**config.mk**
```make
export PLATFORM = sky130hd
export DESIGN_NAME = mems_dac_seq
export DESIGN_NICKNAME = d
export VERILOG_FILES = /design/src/rtl/mems_dac_seq.sv
export SDC_FILE = /design/constraint.sdc
export NUM_CORES = 1
export LEC_CHECK = 0
export ABC_CLOCK_PERIOD_IN_PS = 6540
export CAP_MARGIN = 0
export CORE_UTILIZATION = 25
export DETAILED_ROUTE_END_ITERATION = 12
export MAX_ROUTING_LAYER = met4
export PLACE_DENSITY_LB_ADDON = 0.2
export SLEW_MARGIN = 10
export SYNTH_ARGS = -nofsm -noshare
export SYNTH_HDL_FRONTEND = slang
export SYNTH_SLANG_ARGS = --single-unit
```
**constraint.sdc**
```tcl
create_clock -name clk -period 6.54 [get_ports clk]
set_clock_uncertainty 0.2 [all_clocks]
set_input_delay 0.654 -clock clk [delete_from_list [all_inputs] [get_ports clk]]
set_output_delay 0.654 -clock clk [all_outputs]
set_load 0.005 [all_outputs]
```
**src/rtl/mems_dac_seq.sv**
```systemverilog
// mems_dac_seq: walks the MEMS DAC command ROM and streams each 24-bit
// command word MSB-first to a quad DAC over a 3-wire SPI link.
// The full init sequence runs once after reset. Each start request then
// runs the channel-update sequence.
module mems_dac_seq #(
  parameter int CLK_DIV    = 4,
  parameter int N_WORDS    = 7,
  parameter int INIT_WORDS = 2,
  parameter int SYNC_GAP   = 4
) (
  input  logic        clk,
  input  logic        rst,
  input  logic        start,
  output logic [3:0]  rom_addr,
  input  logic [23:0] rom_data,
  output logic        sclk,
  output logic        sync_n,
  output logic        mosi,
  output logic        busy,
  output logic        init_done,
  output logic        done
);

  typedef enum logic [1:0] {
    ST_IDLE  = 2'd0,
    ST_FETCH = 2'd1,
    ST_SHIFT = 2'd2,
    ST_GAP   = 2'd3
  } state_t;

  typedef enum logic {
    SEQ_INIT   = 1'b0,
    SEQ_UPDATE = 1'b1
  } seq_t;

  localparam logic [15:0] DIV_LAST  = 16'(CLK_DIV - 1);
  localparam logic [15:0] GAP_LAST  = 16'(SYNC_GAP - 1);
  localparam logic [3:0]  LAST_ADDR = 4'(N_WORDS - 1);
  localparam logic [3:0]  UPD_ADDR  = 4'(INIT_WORDS);

  state_t      state_r;
  seq_t        seq_r;
  logic [3:0]  rom_addr_r;
  logic        sclk_r;
  logic        sync_n_r;
  logic        busy_r;
  logic        init_done_r;
  logic        done_r;
  logic        pending_r;
  logic        fetch_ph_r;   // 0: address settling, 1: capture cycle
  logic        tail_r;       // trailing cycle with sclk high, sync_n still low
  logic [15:0] div_cnt_r;
  logic [15:0] gap_cnt_r;
  logic [4:0]  bit_cnt_r;
  logic [23:0] shift_r;      // bit 23 is the bit currently on the wire

  assign rom_addr  = rom_addr_r;
  assign sclk      = sclk_r;
  assign sync_n    = sync_n_r;
  assign mosi      = shift_r[23];
  assign busy      = busy_r;
  assign init_done = init_done_r;
  assign done      = done_r;

  // Sequencer FSM, SPI bit timing and all registered outputs.
  always_ff @(posedge clk) begin
    if (rst) begin
      state_r     <= ST_FETCH;
      seq_r       <= SEQ_INIT;
      rom_addr_r  <= 4'd0;
      sclk_r      <= 1'b1;
      sync_n_r    <= 1'b1;
      busy_r      <= 1'b1;
      init_done_r <= 1'b0;
      done_r      <= 1'b0;
      pending_r   <= 1'b0;
      fetch_ph_r  <= 1'b0;
      tail_r      <= 1'b0;
      div_cnt_r   <= 16'd0;
      gap_cnt_r   <= 16'd0;
      bit_cnt_r   <= 5'd0;
      shift_r     <= 24'd0;
    end else begin
      done_r <= 1'b0;
      case (state_r)
        ST_IDLE: begin
          sclk_r   <= 1'b1;
          sync_n_r <= 1'b1;
          shift_r  <= 24'd0;
          if (start || pending_r) begin
            // A start arriving together with done lands here directly,
            // so busy never drops between back-to-back sequences.
            pending_r  <= 1'b0;
            rom_addr_r <= UPD_ADDR;
            seq_r      <= SEQ_UPDATE;
            fetch_ph_r <= 1'b0;
            busy_r     <= 1'b1;
            state_r    <= ST_FETCH;
          end else begin
            busy_r <= 1'b0;
          end
        end

        ST_FETCH: begin
          if (start) begin
            pending_r <= 1'b1;
          end else begin
            pending_r <= pending_r;
          end
          if (!fetch_ph_r) begin
            fetch_ph_r <= 1'b1;
          end else begin
            fetch_ph_r <= 1'b0;
            shift_r    <= rom_data;
            sync_n_r   <= 1'b0;
            sclk_r     <= 1'b1;
            bit_cnt_r  <= 5'd23;
            div_cnt_r  <= 16'd0;
            tail_r     <= 1'b0;
            state_r    <= ST_SHIFT;
          end
        end

        ST_SHIFT: begin
          if (start) begin
            pending_r <= 1'b1;
          end else begin
            pending_r <= pending_r;
          end
          if (tail_r) begin
            tail_r    <= 1'b0;
            sync_n_r  <= 1'b1;
            shift_r   <= 24'd0;
            gap_cnt_r <= 16'd0;
            state_r   <= ST_GAP;
          end else if (div_cnt_r != DIV_LAST) begin
            div_cnt_r <= div_cnt_r + 16'd1;
          end else begin
            div_cnt_r <= 16'd0;
            if (sclk_r) begin
              // End of high half: falling edge, the DAC samples here.
              sclk_r <= 1'b0;
            end else begin
              // End of low half: rising edge, present the next bit.
              sclk_r <= 1'b1;
              if (bit_cnt_r == 5'd0) begin
                tail_r <= 1'b1;
              end else begin
                bit_cnt_r <= bit_cnt_r - 5'd1;
                shift_r   <= {shift_r[22:0], 1'b0};
              end
            end
          end
        end

        ST_GAP: begin
          if (start) begin
            pending_r <= 1'b1;
          end else begin
            pending_r <= pending_r;
          end
          sclk_r   <= 1'b1;
          sync_n_r <= 1'b1;
          shift_r  <= 24'd0;
          if (gap_cnt_r != GAP_LAST) begin
            gap_cnt_r <= gap_cnt_r + 16'd1;
          end else begin
            gap_cnt_r <= 16'd0;
            if (rom_addr_r < LAST_ADDR) begin
              rom_addr_r <= rom_addr_r + 4'd1;
              fetch_ph_r <= 1'b0;
              state_r    <= ST_FETCH;
            end else begin
              // Last word sent: rom_addr holds, busy drops a cycle later.
              done_r <= 1'b1;
              if (seq_r == SEQ_INIT) begin
                init_done_r <= 1'b1;
              end else begin
                init_done_r <= init_done_r;
              end
              state_r <= ST_IDLE;
            end
          end
        end

        default: begin
          // Unreachable encoding: park safely with the link idle.
          sclk_r   <= 1'b1;
          sync_n_r <= 1'b1;
          shift_r  <= 24'd0;
          busy_r   <= 1'b1;
          state_r  <= ST_IDLE;
        end
      endcase
    end
  end

endmodule

```
### Word level (Yosys, flattened, before mapping)

Index checks and enable logic that the tools add are counted.

* bits in registers: 76
* output and inout port bits: 10
* input port bits: 27
* word-level logic and storage cells: 116

* reduce and logical (&&, ||, !) cells: 23
* $add $sub $neg: 4
* magnitude comparators: 1
* bitwise gates (word level): 4
* mux-type cells: 51
* equality and inequality tests: 18

Operator list (number)
* 24-bit two-way mux: 5
* 16-bit two-way mux: 5
* 24-bit case mux with 3 select lines: 1
* 16-bit case mux with 2 select lines: 2
* 16-bit by 1-bit adder with 16-bit output (second input constant): 2
* 16-bit by 2-bit inequality test with 1-bit output (second input constant): 2
* 5-bit two-way mux: 5
* 4-bit AND reduction: 5
* 1-bit two-way mux: 18
* 2-bit inequality test (second input constant): 9
* 4-bit two-way mux: 3
* 5-bit case mux with 2 select lines: 1
* 2-bit AND reduction: 5
* 3-bit inequality test (second input constant): 3
* 1-bit case mux with 3 select lines: 3
* 2-bit two-way mux: 4
* 2-bit case mux with 4 select lines: 1
* 4-bit case mux with 2 select lines: 1
* 3-bit AND reduction: 2
* 6-bit AND reduction: 1
* 2-bit nonzero test: 3
* 3-bit OR reduction: 2
* 5-bit logical NOT: 1
* 5-bit by 1-bit subtractor with 5-bit output (second input constant): 1
* other kinds (11): 16

### Logic depth before layout (Yosys ltp)

Gate-level depths: netlist of the first run.

* depth after elaboration: 6
* mapped depth: 9
* depth with buffers taken out: 7

### Worst setup path before layout of the first run

OpenSTA, ideal clock, no wires.

* kind: register to register
* start: reg state_r[1]
* end: reg shift_r[15]
* required time: 6.206 ns
* arrival time: 1.848 ns
* cell stages (with the launch flop): 9
* path buffers: 2
* setup slack: 4.358 ns
* clock period less this slack: 2.182 ns
* setup time: 0.134 ns
* cells stage by stage: dfxtp_1 > inv_1 > ha_1 > nor2b_1 > or2_2 > o31ai_4 > buf_4 > buf_2 > a211oi_1

* longest elaborated chain between the ends: 3
* elaborated cells on any way between the ends: 11
* those cells by class: 7 x eq/ne; 1 x mux; 3 x reduce/logical

Ends and longest elaborated chain
* start: declaration: RTL line 41 `state_t state_r;`
* start signal: assignment: RTL line 68 `state_r <= ST_FETCH;`
* start signal: assignment: RTL line 98 `state_r <= ST_FETCH;`
* start signal: assignment: RTL line 120 `state_r <= ST_SHIFT;`
* 2-bit == test (tied with other cells): RTL line 85 `case (state_r)`
* 3-bit inequality test (no source line) (tied with other cells)
* 4-bit AND reduction (no source line) / 24-bit case mux with 3 select lines (equally long branches)
* end signal: assignment: RTL line 114 `shift_r <= rom_data;`
* end signal: assignment: RTL line 150 `shift_r <= {shift_r[22:0], 1'b0};`
* end: declaration: RTL line 55 `logic [23:0] shift_r;`

Several ways; a longest one is shown, not always the timed one.
A chain may end at the register's enable or synchronous reset.

### Worst setup path after layout of the first run

* start: reg state_r[0]
* end: reg bit_cnt_r[1]

* longest elaborated chain between the ends: 3
* elaborated cells on any way between the ends: 10
* those cells by class: 7 x eq/ne; 1 x mux; 2 x reduce/logical

Ends and longest elaborated chain
* 2-bit == test / 2-bit by 1-bit == test with 1-bit output (equally long branches): RTL line 85
* 2-bit inequality test (no source line) / 2-bit nonzero test (equally long branches)
* 6-bit AND reduction (no source line)
* end signal: assignment: RTL line 149 `bit_cnt_r <= bit_cnt_r - 5'd1;`
* end: declaration: RTL line 54 `logic [4:0] bit_cnt_r;`

Several ways; a longest one is shown, not always the timed one.

==> results of run 1 <==
[cells in the mapped netlist (all sizes together), types with 9 or more instances]
cell type,number
dfxtp,76
nor2,66
a21oi,38
nor3b,29
a211oi,26
nand2,22
clkbuf,14
nand3,14
xnor2,12
buf,11
nor3,11
nand4,10
o21ai,10
ha,9
xor2,9
[registers in the layout, summed over array words and instances, names as in the netlist]
signal,cells
bit_cnt_r,5
busy,1
div_cnt_r,16
done,1
fetch_ph_r,1
gap_cnt_r,16
init_done,1
pending_r,1
rom_addr,4
sclk,1
seq_r,1
shift_r,24
state_r,2
sync_n,1
tail_r,1
[cells in the final DEF (no fill, tap or decap), drive strengths merged, types with 9 or more instances in the layout]
master and count:
nand4 10, nor3 11, nor2 66, clkbuf 13, a21oi 38, nand2 22
dfxtp 76, nor3b 29, nand3 14, clkdlybuf4s50 35, ha 9, xnor2 12
a211oi 26, o21ai 10, xor2 9
[worst min-delay path by stage]
stage               endpoint  slack, ns  cells after the start
floorplan              seq_r       0.23                      2
global placement       seq_r       0.24                      2
detailed placement     seq_r       0.25                      2
CTS                    seq_r       0.26                      2
global route           seq_r       0.29                      2
finish                 seq_r       0.26                      2
[logic make-up after synthesis]
group	synth area share, %
adders and majority gates	2.94
and+or+nand+nor	28.6
DFF	39.8
muxes	1.37
AOI/OAI and AO/OA	17.8
buffers and inverters	4.74
xor gates and xnor gates	4.81
[per-stage QoR]
| stage | hold WS (ns) | power, mW |
|---|---|---|
| 4_1_cts | 0.261 | 1.80 |
| 3_5_place_dp | 0.252 | 1.23 |
| 5_1_grt | 0.294 | 1.90 |
| 6_report | 0.257 | 1.77 |
| 2_1_floorplan | 0.228 | 1.12 |
| 3_3_place_gp | 0.243 | 1.22 |
[power breakdown]
group,internal (mW),switching [mW]
registers,0.562,0.0557
clock network,0.356,0.194
logic,0.239,0.363
[layer usage]
| layer | wire [um] | share of wire, % |
|---|---|---|
| met5 | 0 | 0 |
| met4 | 173 | 2.0 |
| met3 | 295 | 3.4 |
| met2 | 3930 | 45 |
| met1 | 4350 | 50 |
[final cells by class]
cell class | instances | area, um2 | area share [%]
clock buffer | 13 | 260 | 5.63
tap | 184 | 230 | 4.98
sequential | 76 | 1520 | 32.9
clock inverter | 3 | 68.8 | 1.49
inverter | 9 | 33.8 | 0.731
multi-input combinational | 333 | 2120 | 45.9
timing repair buffer | 40 | 385 | 8.34
[worst max-delay path: stages (launching register included)]
cell and delay, ns:
dfxtp_1 0.36, inv_1 0.12, ha_1 0.55, nand2b_1 0.42, buf_4 0.35, or4_1 0.56, nor2_1 0.27, nor3_1 0.08
a311oi_1 0.23
==> impl_metrics.csv, run 1 <==
group,metric,value,unit
outcome,status,"finished with violations",
outcome,violations,"design-rule violations",
drt,drt_first_pass_iters,8,
setup_path,worstSetupEndpointType,"flop",
timing,tns,0,ns
final_layout,layout-area-overhead-vs-synth,20.8,%
global_routing,use_met3,3.10,%
clock_network,cts_made_buffers,9,
drt,ant_nets,0,
drt,drc,2,
drt,wl,8750,um
placement,gp_congestion,0.788,
clock_network,cts_buffer_depth,2,
hold_path,hold_path_class,"flop to flop",
run,cap_violations,0,
final_layout,fin_cells,658,
floorplan,die_area,15800,um2
timing,slew_headroom,28.4,%
setup_path,crit_type,"flop to flop",
clock_network,postCtsHoldBufs,0,
setup_path,regToRegSetupSlack,3.32,ns
synthesis,yosys.area.top_type,"dfxtp_1",
global_routing,antenna_found_initial,0,
power,vdd_drop_max,0.221,mV
timing,final-setup-viol-count,0,
setup_path,reg2reg_to,"bit_cnt_r[1]",
synthesis,synthArstFlopShare,0,%
global_routing,grt_pass1_wl,15000,um
clock_network,clk_pin_slew,0.06,ns
global_routing,grt_use_met2,18.8,%
timing,hold_viol,0,
final_layout,drive_gt1_share,7.38,%
global_routing,use_met1,14.7,%
final_layout,fin_area,4620,um2
drt,dr.first_iter.drc_count,129,
placement,dp_slack,3.18,ns
synthesis,ys_warn_count,0,
setup_path,crit_start,"state_r[0]",
final_layout,antenna_cells,0,
clock_network,clock-root-buffer,"clkbuf_16",
drt,routed-via-count,3210,
synthesis,ys_ff_latch,76,
floorplan,dieWidth,126,um
synthesis,netlist_area,3820,um2
floorplan,core_area,14800,um2
synthesis,synth_cell_types,66,
setup_path,worst_setup_path_start_kind,"flop",
timing,rsz0062_at_grt,"no",
floorplan,die_h,126,um
floorplan,io_pins,37,
setup_path,timing.rr.start,"state_r[0]",
synthesis,synthCells,443,
clock_network,cts_tree,"done",
power,power_density,383,nW/um2
placement,port-buffer-count,36,
setup_path,reg2reg_depth,8,
synthesis,synthTopCellsByArea,"dfxtp_1, nor2_1, nor3b_1",
power,p_leak,1.53,nW
final_layout,fillers,1537,
clock_network,clock_sinks,76,
timing,layout_min_cycle_time,3.22,ns
clock_network,htreeDepth,3,
timing,final.setup.worst_slack,3.32,ns
timing,fin_crit_sh,49.3,%
setup_path,required,6.60,ns
synthesis,ys_seq_area_share,39.8,%
clock_network,cts_setup_buffers,0,
setup_path,cp_max_fo,22,
final_layout,final_net_count,505,
floorplan,placementRows,44,
floorplan,initial_core_util,25.9,%
synthesis,synth_edf_count,0,
setup_path,arrival,3.28,ns
drt,routed_via_density,4.88,
setup_path,crit_end,"bit_cnt_r[1]",
clock_network,cts_resized,0,
placement,dp_hpwl,5600,um
final_layout,final_util,31.3,%
placement,place_area,4290,um2
synthesis,synthesis.nets,479,
timing,maxSlewViolCount,0,
global_routing,grt.busiest_layer,"met2",
clock_network,worstSkewPairLatency,0.34,ns
global_routing,grt_start_max_net_pins,51,
global_routing,grt_usage,12.2,%
timing,tightest_slew,1.07,ns
synthesis,syn_area_per_cell,8.63,um2
synthesis,synthFlopType,"dfxtp_1",
timing,max_freq,310,MHz
global_routing,grt_pass1_vias,3132,
drt,wl_per_cell,13.3,um
hold_path,hold_start,"seq_r",
global_routing,grt.overflow.total,0,
placement,place_inst,642,
synthesis,synth_top_area_share,39.8,%
Note: power is estimated with default switching activity, not from simulation.
==> inputs of run 2 (changes only) <==
ABC_CLOCK_PERIOD_IN_PS = 3070   (was 6540)
clock period = 3.07 ns   (was 6.54 ns; I/O delays follow)
==> run 2 against run 1 <==
Effect of this change:
- the flow still finishes with violations (design-rule violations)
- count of clock-buffer cells in the layout decreased by 3
- die area unchanged
- sequential cell count unchanged
- setup slack got worse by 2.7 ns
- combinational power increased by 120%
- core utilization increased by 0.64 points
- register-to-register slack got worse by 2.7 ns
- wire length about the same
- critical path depth unchanged
- critical path type unchanged
- critical endpoint is now shift_r[5]
==> impl_metrics.csv, run 2 (synthesis gave the netlist of run 1 again) <==
group,metric,value,unit
outcome,status,"finished with violations",
outcome,violations,"design-rule violations",
drt,drc,2,
power,vdd_drop_max,0.370,mV
setup_path,crit_type,"flop to flop",
drt,wl_per_cell,13.2,um
power,seqPwrFrac,33.2,%
hold_path,hold_path_class,"input port to flop",
setup_path,cpMaxStageDelayCell,"dfxtp_1",
global_routing,grt_pass1_wl,15100,um
final_layout,reg.largest.list,"shift_r (24), div_cnt_r (16), gap_cnt_r (16)",
placement,port-buffer-count,36,
clock_network,cts_resized,0,
power,power.share.clock,32.8,%
timing,max_freq,413,MHz
floorplan,dieWidth,126,um
power,pwr-share-comb,34.0,%
floorplan,core_area,14800,um2
floorplan,die_area,15800,um2
floorplan,initial_core_util,25.9,%
final_layout,layout-area-overhead-vs-synth,23.3,%
power,p_int,2.63,mW
setup_path,slowest_delay,0.39,ns
placement,dp_slack,0.679,ns
timing,final.setup.worst_slack,0.651,ns
timing,final-setup-viol-count,0,
clock_network,clock_sinks,76,
timing,maxSlewViolCount,0,
clock_network,cts_tree,"done",
global_routing,grt_start_max_net_pins,49,
clock_network,htreeDepth,3,
final_layout,largest_register_ffs,24,
final_layout,drive_gt1_share,8.75,%
global_routing,antenna_found_initial,0,
timing,layout_min_cycle_time,2.42,ns
setup_path,worst_setup_path_start_kind,"flop",
setup_path,path_cells,"inv_1 > ha_1 > nor2b_1 > or2_2 > o31ai_4 > buf_12 > nor2_1 > a211oi_1",
final_layout,final_cell_mix,"dfxtp_1, nor2_1, a21oi_1, clkdlybuf4s50_1, nor3b_1",
drt,routed-via-count,3237,
clock_network,postCtsHoldBufs,0,
clock_network,cts_made_buffers,9,
setup_path,worstSetupEndpointType,"flop",
global_routing,grt_usage,12.1,%
drt,ant_nets,0,
final_layout,antenna_cells,0,
clock_network,clk_pin_slew,0.06,ns
timing,slew_headroom,65.1,%
timing,hold_viol,0,
run,cap_violations,0,
power,p_leak,1.58,nW
global_routing,grt.overflow.total,0,
power,p_sw,1.33,mW
timing,rsz0062_at_grt,"no",
floorplan,die_h,126,um
clock_network,clock-root-buffer,"clkbuf_16",
timing,tightest_slew,0.516,ns
setup_path,required,3.10,ns
drt,routed_via_density,4.88,
drt,drt_first_pass_iters,8,
final_layout,final_net_count,511,
final_layout,layout_commonest_cell,"dfxtp_1",
clock_network,cts_setup_buffers,0,
clock_network,cts_buffer_depth,2,
floorplan,io_pins,37,
setup_path,worst-path-buf-inv,2,
timing,tns,0,ns
final_layout,regMostFlops,"shift_r",
setup_path,regToRegSetupSlack,0.65,ns
drt,dr.first_iter.drc_count,92,
global_routing,grt_pass1_vias,3130,
setup_path,cp_top_family,"simple AND/OR/NAND/NOR gates",
drt,wl,8740,um
placement,dp_hpwl,5760,um
power,switching_share,33.6,%
power,power_density,839,nW/um2
floorplan,placementRows,44,
setup_path,arrival,2.45,ns
setup_path,cp_max_fo,48,
placement,gp_congestion,0.799,
power,fin_total_pwr,3.96,mW
clock_network,worstSkewPairLatency,0.34,ns
timing,fin_crit_sh,78.8,%
-- run 2: cell count changes in the layout (fill, tap and decap cells not counted) --
cell,before,now
clkbuf_8,2,0
clkbuf_1,2,1
buf_4,4,9
bufinv_16,2,4
clkinvlp_4,0,1
buf_12,0,1
-- run 2: worst register-to-register path: stages (launching register included) --
cell and delay [ns]:
dfxtp_1 0.39, inv_1 0.10, ha_1 0.25, nor2b_1 0.19, or2_2 0.34, o31ai_4 0.26, buf_12 0.25, nor2_1 0.08
a211oi_1 0.25
-- run 2: area by class of cell --
type	count	area (um2)
Clock buffer	10	229
Tap cell	184	230
Sequential cell	76	1520
Clock inverter	6	136
Timing Repair Buffer	46	443
Fill cell	1579	10000
Inverter	9	33.8
Multi-Input combinational cell	333	2120
-- run 2: final timing paths --
| kind | from | to | cells after the start |
|---|---|---|---|
| worst max-delay path | state_r[1] | shift_r[5] | 8 |
| worst max register to register | state_r[1] | shift_r[5] | 8 |
| worst min-delay path | rst | tail_r | 2 |
| worst min register to register | seq_r | seq_r | 2 |
-- run 2: power by group through the flow --
stage / clock network [mW] / registers, mW / logic (mW)
CTS: 1.34 / 1.31 / 1.36
floorplan: 0 / 1.31 / 1.07
global route: 1.38 / 1.34 / 1.52
detailed placement: 0 / 1.33 / 1.36
global placement: 0 / 1.33 / 1.34
finish: 1.30 / 1.31 / 1.35
-- run 2: metrics by stage --
step / hold slack (ns) / area [um2] / std cells / utilization [%]
floorplan: 0.217 / 3820 / 443 / -
global placement: 0.251 / 4350 / 648 / 29.5
detailed placement: 0.254 / 4350 / 648 / 29.5
CTS: 0.220 / 4720 / 664 / 32.0
global route: 0.243 / 4720 / 664 / 32.0
finish: 0.224 / 4720 / 664 / 32.0
-- run 2: per-layer routing --
metal / up-vias / track usage, % / wire length, um
met4: 0 / 4.88 / 124
met3: 12 / 3.06 / 287
met2: 43 / 19.0 / 4000
met1: 1504 / 14.8 / 4330
met5: - / - / 0
li1: 1678 / - / -
==> inputs of run 3 (changes only) <==
ABC_CLOCK_PERIOD_IN_PS = 2420   (was 3070)
clock period = 2.42 ns   (was 3.07 ns; I/O delays follow)
==> run 3 against run 2 <==
Effect of this change:
- the flow still finishes with violations (design-rule violations)
- final area is 2.7% higher
- sequential share of layout area is 0.82 points lower
- critical path depth is the same
- cell count is 1.7% higher
==> impl_metrics.csv, run 3 (synthesis gave the netlist of run 1 again) <==
group,metric,value,unit
floorplan,die_area,15800,um2
setup_path,arrival,2.25,ns
floorplan,io_pins,37,
clock_network,postCtsHoldBufs,0,
final_layout,regMostFlops,"shift_r",
setup_path,cp_top_family,"simple AND/OR/NAND/NOR gates",
outcome,status,"finished with violations",
timing,maxSlewViolCount,0,
timing,layout_min_cycle_time,2.24,ns
clock_network,htreeDepth,3,
outcome,violations,"design-rule violations",
final_layout,final_cell_mix,"dfxtp_1, nor2_1, a21oi_1, clkdlybuf4s50_1, nor3b_1",
clock_network,cts_buffer_depth,2,
drt,drc,2,
final_layout,layout-area-overhead-vs-synth,26.6,%
floorplan,dieWidth,126,um
drt,routed_via_density,4.84,
final_layout,reg.largest.list,"shift_r (24), div_cnt_r (16), gap_cnt_r (16)",
setup_path,slowest_delay,0.36,ns
final_layout,layout_commonest_cell,"dfxtp_1",
drt,wl_per_cell,13.5,um
power,power_density,1070,nW/um2
hold_path,hold_path_depth,2,
setup_path,cpMaxStageDelayCell,"dfxtp_2",
setup_path,path_cells,"inv_1 > ha_1 > nor2b_1 > or2_2 > o31ai_4 > buf_4 > clkbuf_16 > a211oi_1",
final_layout,antenna_cells,0,
final_layout,fin_cells,675,
clock_network,worstSkewPairLatency,0.34,ns
final_layout,final_net_count,522,
floorplan,initial_core_util,25.9,%
setup_path,worst_setup_path_start_kind,"flop",
clock_network,clk_pin_slew,0.06,ns
placement,dp_hpwl,6210,um
clock_network,cts_tree,"done",
clock_network,clock-root-buffer,"clkbuf_16",
clock_network,cts_made_buffers,9,
hold_path,hold_path_class,"input port to flop",
timing,hold_viol,0,
timing,tns,0,ns
timing,max_freq,446,MHz
drt,routed-via-count,3264,
timing,slew_headroom,66.4,%
setup_path,crit_type,"flop to flop",
drt,wl,9140,um
placement,port-buffer-count,36,
floorplan,placementRows,44,
global_routing,grt.overflow.total,0,
timing,tightest_slew,0.500,ns
final_layout,drive_gt1_share,12.0,%
clock_network,clock_sinks,76,
drt,ant_nets,0,
final_layout,final_util,32.8,%
setup_path,required,2.43,ns
floorplan,core_area,14800,um2
timing,fin_crit_sh,92.6,%
floorplan,die_h,126,um
final_layout,largest_register_ffs,24,
setup_path,reg2reg_depth,8,
global_routing,grt_start_max_net_pins,49,
drt,drt_first_pass_iters,8,
placement,gp_congestion,0.797,
timing,rsz0062_at_grt,"no",
global_routing,grt_pass1_vias,3243,
setup_path,worstSetupEndpointType,"flop",
global_routing,antenna_found_initial,0,
global_routing,grt_usage,12.7,%
drt,dr.first_iter.drc_count,117,
power,p_leak,1.65,nW
placement,place_inst,657,
power,vdd_drop_max,0.437,mV
setup_path,worst-path-buf-inv,3,
setup_path,path_depth,8,
timing,final-setup-viol-count,0,
global_routing,grt_pass1_wl,15800,um
run,cap_violations,0,
setup_path,cp_max_fo,17,
-- run 3: routing by layer --
| layer | GRT usage, % | vias up | part of all wire, % |
|---|---|---|---|
| met2 | 19.8 | 37 | 45 |
| met3 | 3.36 | 11 | 3.3 |
| met1 | 15.9 | 1510 | 50 |
| li1 | - | 1706 | - |
| met4 | 4.52 | 0 | 1.6 |
| met5 | - | - | 0 |
-- run 3: metrics by stage --
stage	worst slack [ns]	power, mW	hold slack (ns)	area [um2]
CTS	0.0544	5.08	0.0189	4780
detailed placement	0.0690	3.47	0.265	4430
global placement	0.137	3.44	0.242	4430
global route	0.0223	5.53	0.0401	4840
floorplan	0.238	3.02	0.152	3820
finish	0.180	5.17	0.0259	4840
-- run 3: final timing paths --
path	startpoint	to	slack (ns)
max	state_r[1]	shift_r[19]	0.18
min	rst	gap_cnt_r[1]	0.03
max reg2reg	state_r[1]	shift_r[19]	0.18
min reg2reg	seq_r	seq_r	0.26
-- run 3: area by class of cell --
type / count / area, um2
clock inverter: 4 / 95.1
sequential: 76 / 1520
clock buffer: 12 / 256
inverter: 9 / 33.8
multi-input combinational: 333 / 2140
tap: 184 / 230
fill: 1538 / 9910
timing repair buffer: 57 / 559
-- run 3: where the power goes --
part,internal [mW],switching (mW)
clock network,1.06,0.524
logic,0.848,1.06
registers,1.52,0.153
total,3.43,1.73
-- run 3: what timing repair did --
item	in CTS	in global routing
endpoints found under the hold margin	0	0
resized for setup	0	9
buffers inserted	0	1
endpoints found under the setup margin	0	19
